$ cat src/rtl/tow_pkg.sv
// Shared types and constants for the tug-of-war round controller.
package tow_pkg;

   typedef enum logic [1:0] {
      HOLD,
      DARK,
      PLAY,
      WIN
   } tow_state_t;

   localparam int         CNT_W     = 24;
   localparam logic [7:0] LFSR_SEED = 8'h01;
   localparam logic [7:0] LFSR_TAPS = 8'hB8;

endpackage

$ cat src/rtl/tow_ctrl_lfsr8.sv
// 8-bit Fibonacci LFSR (x^8+x^6+x^5+x^4+1), free-running, seeded on reset.
module lfsr8
   import tow_pkg::*;
(
   input  logic       clk,
   input  logic       rst,
   output logic [7:0] q
);

   logic [7:0] r_q;
   logic       w_fb;

   assign w_fb = ^(r_q & LFSR_TAPS);

   // Step every cycle; a maximal-length sequence never reaches zero from the seed.
   always_ff @(posedge clk) begin
      if (!rst) begin
         r_q <= LFSR_SEED;
      end else begin
         r_q <= {r_q[6:0], w_fb};
      end
   end

   assign q = r_q;

endmodule

$ cat src/rtl/tow_ctrl.sv
// Tug-of-war round controller: sequences HOLD/DARK/PLAY rounds, moves the
// rope one step per decided round and latches a winner at either end.
module tow_ctrl
   import tow_pkg::*;
#(
   parameter int LEDS        = 9,
   parameter int DARK_MIN    = 16,
   parameter int DARK_SHIFT  = 0,
   parameter int PLAY_CYCLES = 32,
   parameter int HOLD_CYCLES = 4
) (
   input  logic            clk,
   input  logic            rst,
   input  logic            push,
   input  logic            tie,
   input  logic            right,
   output logic            clear,
   output logic [LEDS-1:0] leds,
   output logic            win_l,
   output logic            win_r
);

   localparam int              POS_W       = $clog2(LEDS);
   localparam logic [POS_W-1:0] POS_ONE    = POS_W'(1);
   localparam logic [POS_W-1:0] POS_CENTRE = POS_W'(LEDS / 2);
   localparam logic [POS_W-1:0] POS_LAST   = POS_W'(LEDS - 1);
   localparam logic [LEDS-1:0]  LEDS_CENTRE =
      {{(LEDS / 2){1'b0}}, 1'b1, {(LEDS / 2){1'b0}}};
   localparam logic [CNT_W-1:0] CNT_ONE  = CNT_W'(1);
   localparam logic [CNT_W-1:0] CNT_HOLD = CNT_W'(HOLD_CYCLES - 1);
   localparam logic [CNT_W-1:0] CNT_PLAY = CNT_W'(PLAY_CYCLES - 1);

   tow_state_t       r_state;
   tow_state_t       w_state_nxt;
   logic [CNT_W-1:0] r_cnt;
   logic [CNT_W-1:0] w_cnt_nxt;
   logic [POS_W-1:0] r_pos;
   logic [POS_W-1:0] w_pos_nxt;
   logic             r_clear;
   logic             w_clear_nxt;
   logic [LEDS-1:0]  r_leds;
   logic [LEDS-1:0]  w_leds_nxt;
   logic             r_win_l;
   logic             w_win_l_nxt;
   logic             r_win_r;
   logic             w_win_r_nxt;
   logic             w_round_end;
   logic [7:0]       w_lfsr;
   logic [CNT_W-1:0] w_dark_load;

   lfsr8 u_lfsr (
      .clk (clk),
      .rst (rst),
      .q   (w_lfsr)
   );

   assign w_dark_load = CNT_W'(DARK_MIN) + (CNT_W'(w_lfsr) << DARK_SHIFT) - CNT_ONE;

   // Next-state, counter, rope position and the output values they imply.
   // Outputs are decoded from the next state so the registered copies line
   // up with the state register on the same edge.
   always_comb begin
      w_state_nxt = r_state;
      w_cnt_nxt   = r_cnt;
      w_pos_nxt   = r_pos;
      w_win_l_nxt = r_win_l;
      w_win_r_nxt = r_win_r;
      w_round_end = 1'b0;

      case (r_state)
         HOLD: begin
            if (r_cnt == '0) begin
               w_state_nxt = DARK;
               w_cnt_nxt   = w_dark_load;
            end else begin
               w_cnt_nxt = r_cnt - CNT_ONE;
            end
         end
         DARK: begin
            if (push) begin
               // False start: the early jumper loses a step.
               if (!tie) begin
                  w_pos_nxt = right ? (r_pos - POS_ONE) : (r_pos + POS_ONE);
               end
               w_round_end = 1'b1;
            end else if (r_cnt == '0) begin
               w_state_nxt = PLAY;
               w_cnt_nxt   = CNT_PLAY;
            end else begin
               w_cnt_nxt = r_cnt - CNT_ONE;
            end
         end
         PLAY: begin
            if (push) begin
               if (!tie) begin
                  w_pos_nxt = right ? (r_pos + POS_ONE) : (r_pos - POS_ONE);
               end
               w_round_end = 1'b1;
            end else if (r_cnt == '0) begin
               w_state_nxt = HOLD;
               w_cnt_nxt   = CNT_HOLD;
            end else begin
               w_cnt_nxt = r_cnt - CNT_ONE;
            end
         end
         WIN: begin
            w_state_nxt = WIN;
         end
         default: begin
            w_state_nxt = HOLD;
            w_cnt_nxt   = CNT_HOLD;
         end
      endcase

      if (w_round_end) begin
         if (w_pos_nxt == '0) begin
            w_state_nxt = WIN;
            w_win_l_nxt = 1'b1;
         end else if (w_pos_nxt == POS_LAST) begin
            w_state_nxt = WIN;
            w_win_r_nxt = 1'b1;
         end else begin
            w_state_nxt = HOLD;
            w_cnt_nxt   = CNT_HOLD;
         end
      end

      w_clear_nxt = (w_state_nxt == HOLD) || (w_state_nxt == WIN);

      w_leds_nxt = '0;
      if (w_state_nxt != DARK) begin
         for (int unsigned i = 0; i < LEDS; i++) begin
            w_leds_nxt[i] = (w_pos_nxt == POS_W'(i));
         end
      end
   end

   // State, counter, position and registered outputs.
   always_ff @(posedge clk) begin
      if (!rst) begin
         r_state <= HOLD;
         r_cnt   <= CNT_HOLD;
         r_pos   <= POS_CENTRE;
         r_clear <= 1'b1;
         r_leds  <= LEDS_CENTRE;
         r_win_l <= 1'b0;
         r_win_r <= 1'b0;
      end else begin
         r_state <= w_state_nxt;
         r_cnt   <= w_cnt_nxt;
         r_pos   <= w_pos_nxt;
         r_clear <= w_clear_nxt;
         r_leds  <= w_leds_nxt;
         r_win_l <= w_win_l_nxt;
         r_win_r <= w_win_r_nxt;
      end
   end

   assign clear = r_clear;
   assign leds  = r_leds;
   assign win_l = r_win_l;
   assign win_r = r_win_r;

endmodule

$ cat config.mk
export PLATFORM = sky130hd
export DESIGN_NAME = tow_ctrl
export DESIGN_NICKNAME = d
export VERILOG_FILES = /design/src/rtl/tow_pkg.sv /design/src/rtl/tow_ctrl_lfsr8.sv /design/src/rtl/tow_ctrl.sv
export SDC_FILE = /design/constraint.sdc
export NUM_CORES = 1
export LEC_CHECK = 0
export BUFFER_PORTS_ARGS = -buffer_cell sky130_fd_sc_hd__buf_2
export CAP_MARGIN = 20
export CELL_PAD_IN_SITES_DETAIL_PLACEMENT = 0
export CELL_PAD_IN_SITES_GLOBAL_PLACEMENT = 1
export CORE_ASPECT_RATIO = 1.4
export CORE_MARGIN = 5
export CORE_UTILIZATION = 40
export CTS_CLUSTER_SIZE = 40
export DETAILED_ROUTE_END_ITERATION = 12
export GPL_ROUTABILITY_DRIVEN = 0
export GPL_TIMING_DRIVEN = 1
export MAX_ROUTING_LAYER = met4
export PLACE_DENSITY_LB_ADDON = 0.1
export SYNTH_ARGS = -nofsm -noshare
export SYNTH_HDL_FRONTEND = slang
export SYNTH_SLANG_ARGS = --single-unit
$ cat constraint.sdc
create_clock -name clk -period 9.22 [get_ports clk]
set_clock_uncertainty 0.15 [all_clocks]
set_input_delay 0.922 -clock clk [delete_from_list [all_inputs] [get_ports clk]]
set_output_delay 0.922 -clock clk [all_outputs]
set_load 0.01 [all_outputs]
==> metrics.txt <==
WL per Instance=17.8 µm; crit path cell chain=inv_1, ha_1, or4b_2, nor3_2, a31oi_1, o22ai_1, o21ai_0, ha_1, nor2_1, nand3_1, nor3_1; Die ar.=9310 µm²; slew at the pin closest to its max-slew limit=just over 900 ps; number of flops mapped to enable cells by yosys=0; CTS tree=yes; leakage=1.22 nW; max frequency=290 MHz; CP max stage cell=or4b_2; Initial Util=40.8%; reg-to-reg startpoint=r_cnt[0]$_SDFF_PN1_; Slew HR=38.8%; syn_area_per_cell=8.13 µm²; postcts setup bufs=0; sequential share of the synthesized area=33.5%; Fill cells=800; H-tree levels=2; vias in the first global route=2,776; Ports=17; switching share of power=around 49%; nets@finish=385; CP Max Fanout=9; Starting DRT DRC Count=192; share of layout cells above drive strength 1=12.1%; power consumption=1.10 mW; Cell Rows=37; Die Height=around 110 µm; commonest non-fill, non-tap cell in the layout=dfxtp_1; Post-DP HPWL=between 6000 and 7000 µm; final worst setup slack=5770 ps; CP Launch Type=register; switching power=between 500 and 600 µW; unrepaired setup endpoints after global routing=false; Final ANT Viol Nets=0; Comb pwr share=54.5%; prevailing post-synth register cell=dfxtp_1; outcome=completed; yosys warns=0; setup violators final=0; slowest cell delay on critical path=between 700 and 800 ps; first-pass GRT wire length=13,800 µm; Resize count post-CTS=0; port buffer count=16; CTS sink cnt=50; Layout Cells excl Fill=468; Vias/cell=6.01; Synth Register Bits=50; placed cells=460; largest net degree at the start of global routing=27; Clock Latency Late Sink=320 ps; CTS Hold Bufs=0; most frequent cells in the layout=dfxtp_1 (50), nor2_1 (30), o21ai_0 (23); GR Util All Layers=18.7%; Worst-path clk slew=roughly 100 ps; endpoints failing hold=0; worst hold margin=roughly 340 ps; Inserted Clock Buffers=5; kind of critical path=register to register; CP required=9320 ps; Residual DRC=0; drt pass-1 iters=4; crit path capture type=register; asr flop ratio synth=0%; Seq pwr share=a little under a third; Hold Startpoint=win_l$_SDFFE_PN0P_; Overflow after GRT=0; Synth Instances=approximately 370; die width=83 µm; crit path from=r_cnt[0]$_SDFF_PN1_; Min-Delay Path Class=register to register; Setup WS pre-CTS=5650 ps; core area=7310 µm²; Post-Syn Area=2980 µm²; routed wire length=8350 µm; Clock Power Share=around 15%; Max Buffers Root-to-Sink=2; Area Growth Syn to Fin=8.26%; critical path arrival=3540 ps; internal power=564 µW; Post-Syn Nets=382; Worst VDD drop=0.267 mV; fin crit share=37.4%; CTS Root Cell=clkbuf_8; setup total negative slack=0 ps; Max Cap Viol=0; synth unique cells=62; Final Max Tran Viols=0; most frequent cell on the critical path=ha_1; Tmin final=3450 ps; DR vias=2,812; PwrDens=340 nW/µm²; antenna cells=0; initial antenna violation count=0
## final timing paths
path,depth (start not counted),slack [ps],end
worst min-delay path,2,340,win_l$_SDFFE_PN0P_
worst max register to register,11,5770,leds[1]$_SDFF_PN0_
worst min register to register,2,340,win_l$_SDFFE_PN0P_
worst max-delay path,11,5770,leds[1]$_SDFF_PN0_
## state kept, by name (all words and copies together), names as in the netlist
| signal | flops |
|---|---|
| r_pos | 4 |
| clear | 1 |
| win_r | 1 |
| r_cnt | 24 |
| win_l | 1 |
| u_lfsr.q | 8 |
| leds | 9 |
| r_state | 2 |
## metal layers
metal	up-vias	GRT usage, %	wire length [µm]
li1	1383	-	-
met1	1361	18.8	3210
met2	54	35.7	4710
met3	14	2.57	221
met4	0	8.07	201
met5	-	-	0
## power by group through the flow
stage | Clock [mW] | Sequential [mW] | Combinational (mW)
2_1_floorplan | 0 | 0.319 | 0.469
6_report | 0.163 | 0.337 | 0.600
4_1_cts | 0.170 | 0.336 | 0.601
3_5_place_dp | 0 | 0.341 | 0.597
5_1_grt | 0.179 | 0.350 | 0.669
3_3_place_gp | 0 | 0.340 | 0.600
## layout make-up
type | count | area (µm²) | share of cell area [%]
Clock buffer | 5 | 68.8 | 2.13
Clock inverter | 3 | 47.5 | 1.47
Inverter | 16 | 60.1 | 1.86
Multi-Input combinational cell | 279 | 1840 | 56.9
Sequential cell | 50 | 1000 | 31.0
Tap cell | 97 | 121 | 3.76
Timing Repair Buffer | 18 | 95.1 | 2.94
## cell usage after synthesis, drive strengths merged (3+ instances only)
master	number	share of area [%]
dfxtp	50	34
nor2	30	3.8
o21ai	23	3.9
nand2	21	2.6
a21oi	20	3.4
nor3	17	3.0
inv	16	2.0
clkbuf	15	1.9
nand3	11	1.8
nor4	11	2.3
ha	10	4.2
xnor2	10	2.9
and2	9	1.9
buf	7	1.2
nand2b	7	1.5
nand4	7	1.5
or4	7	2.0
a31oi	6	1.3
a22oi	5	1.3
o31ai	5	1.3
a211oi	4	1.0
a311oi	4	1.2
a32oi	4	1.4
and3	4	0.84
mux2	4	1.5
nand3b	4	1.0
o211ai	4	1.2
o22ai	4	0.84
or3	4	0.84
mux2i	3	1.0
or2	3	0.63
## cell families (layout without fill, tap and decap cells)
kind of cell    count (synthesis)  in the layout  synth area share [%]
compound gates                105            105                  24.6
buf+inv                        38             42                  5.07
xor+xnor                       12             12                  3.52
simple gates                  145            145                  26.6
mux                             7              7                  2.52
fa+ha+maj                      10             10                  4.19
flops                          50             50                  33.5
## critical path, delay by kind of cell, from the launching register on
family / cells / cell delay [ps]
adders and majority gates: 2 / 500
AOI/OAI and AO/OA: 3 / 530
and+or+nand+nor: 5 / 1770
DFF: 1 / 340
buffers and inverters: 1 / 80
## stage by stage
step,utilization [%],cell area (µm²)
floorplan,-,2980
global placement,42.6,3110
detailed placement,42.6,3110
CTS,44.2,3230
global route,44.2,3230
finish,44.2,3230
No activity file was read; power rests on OpenSTA's default activity.
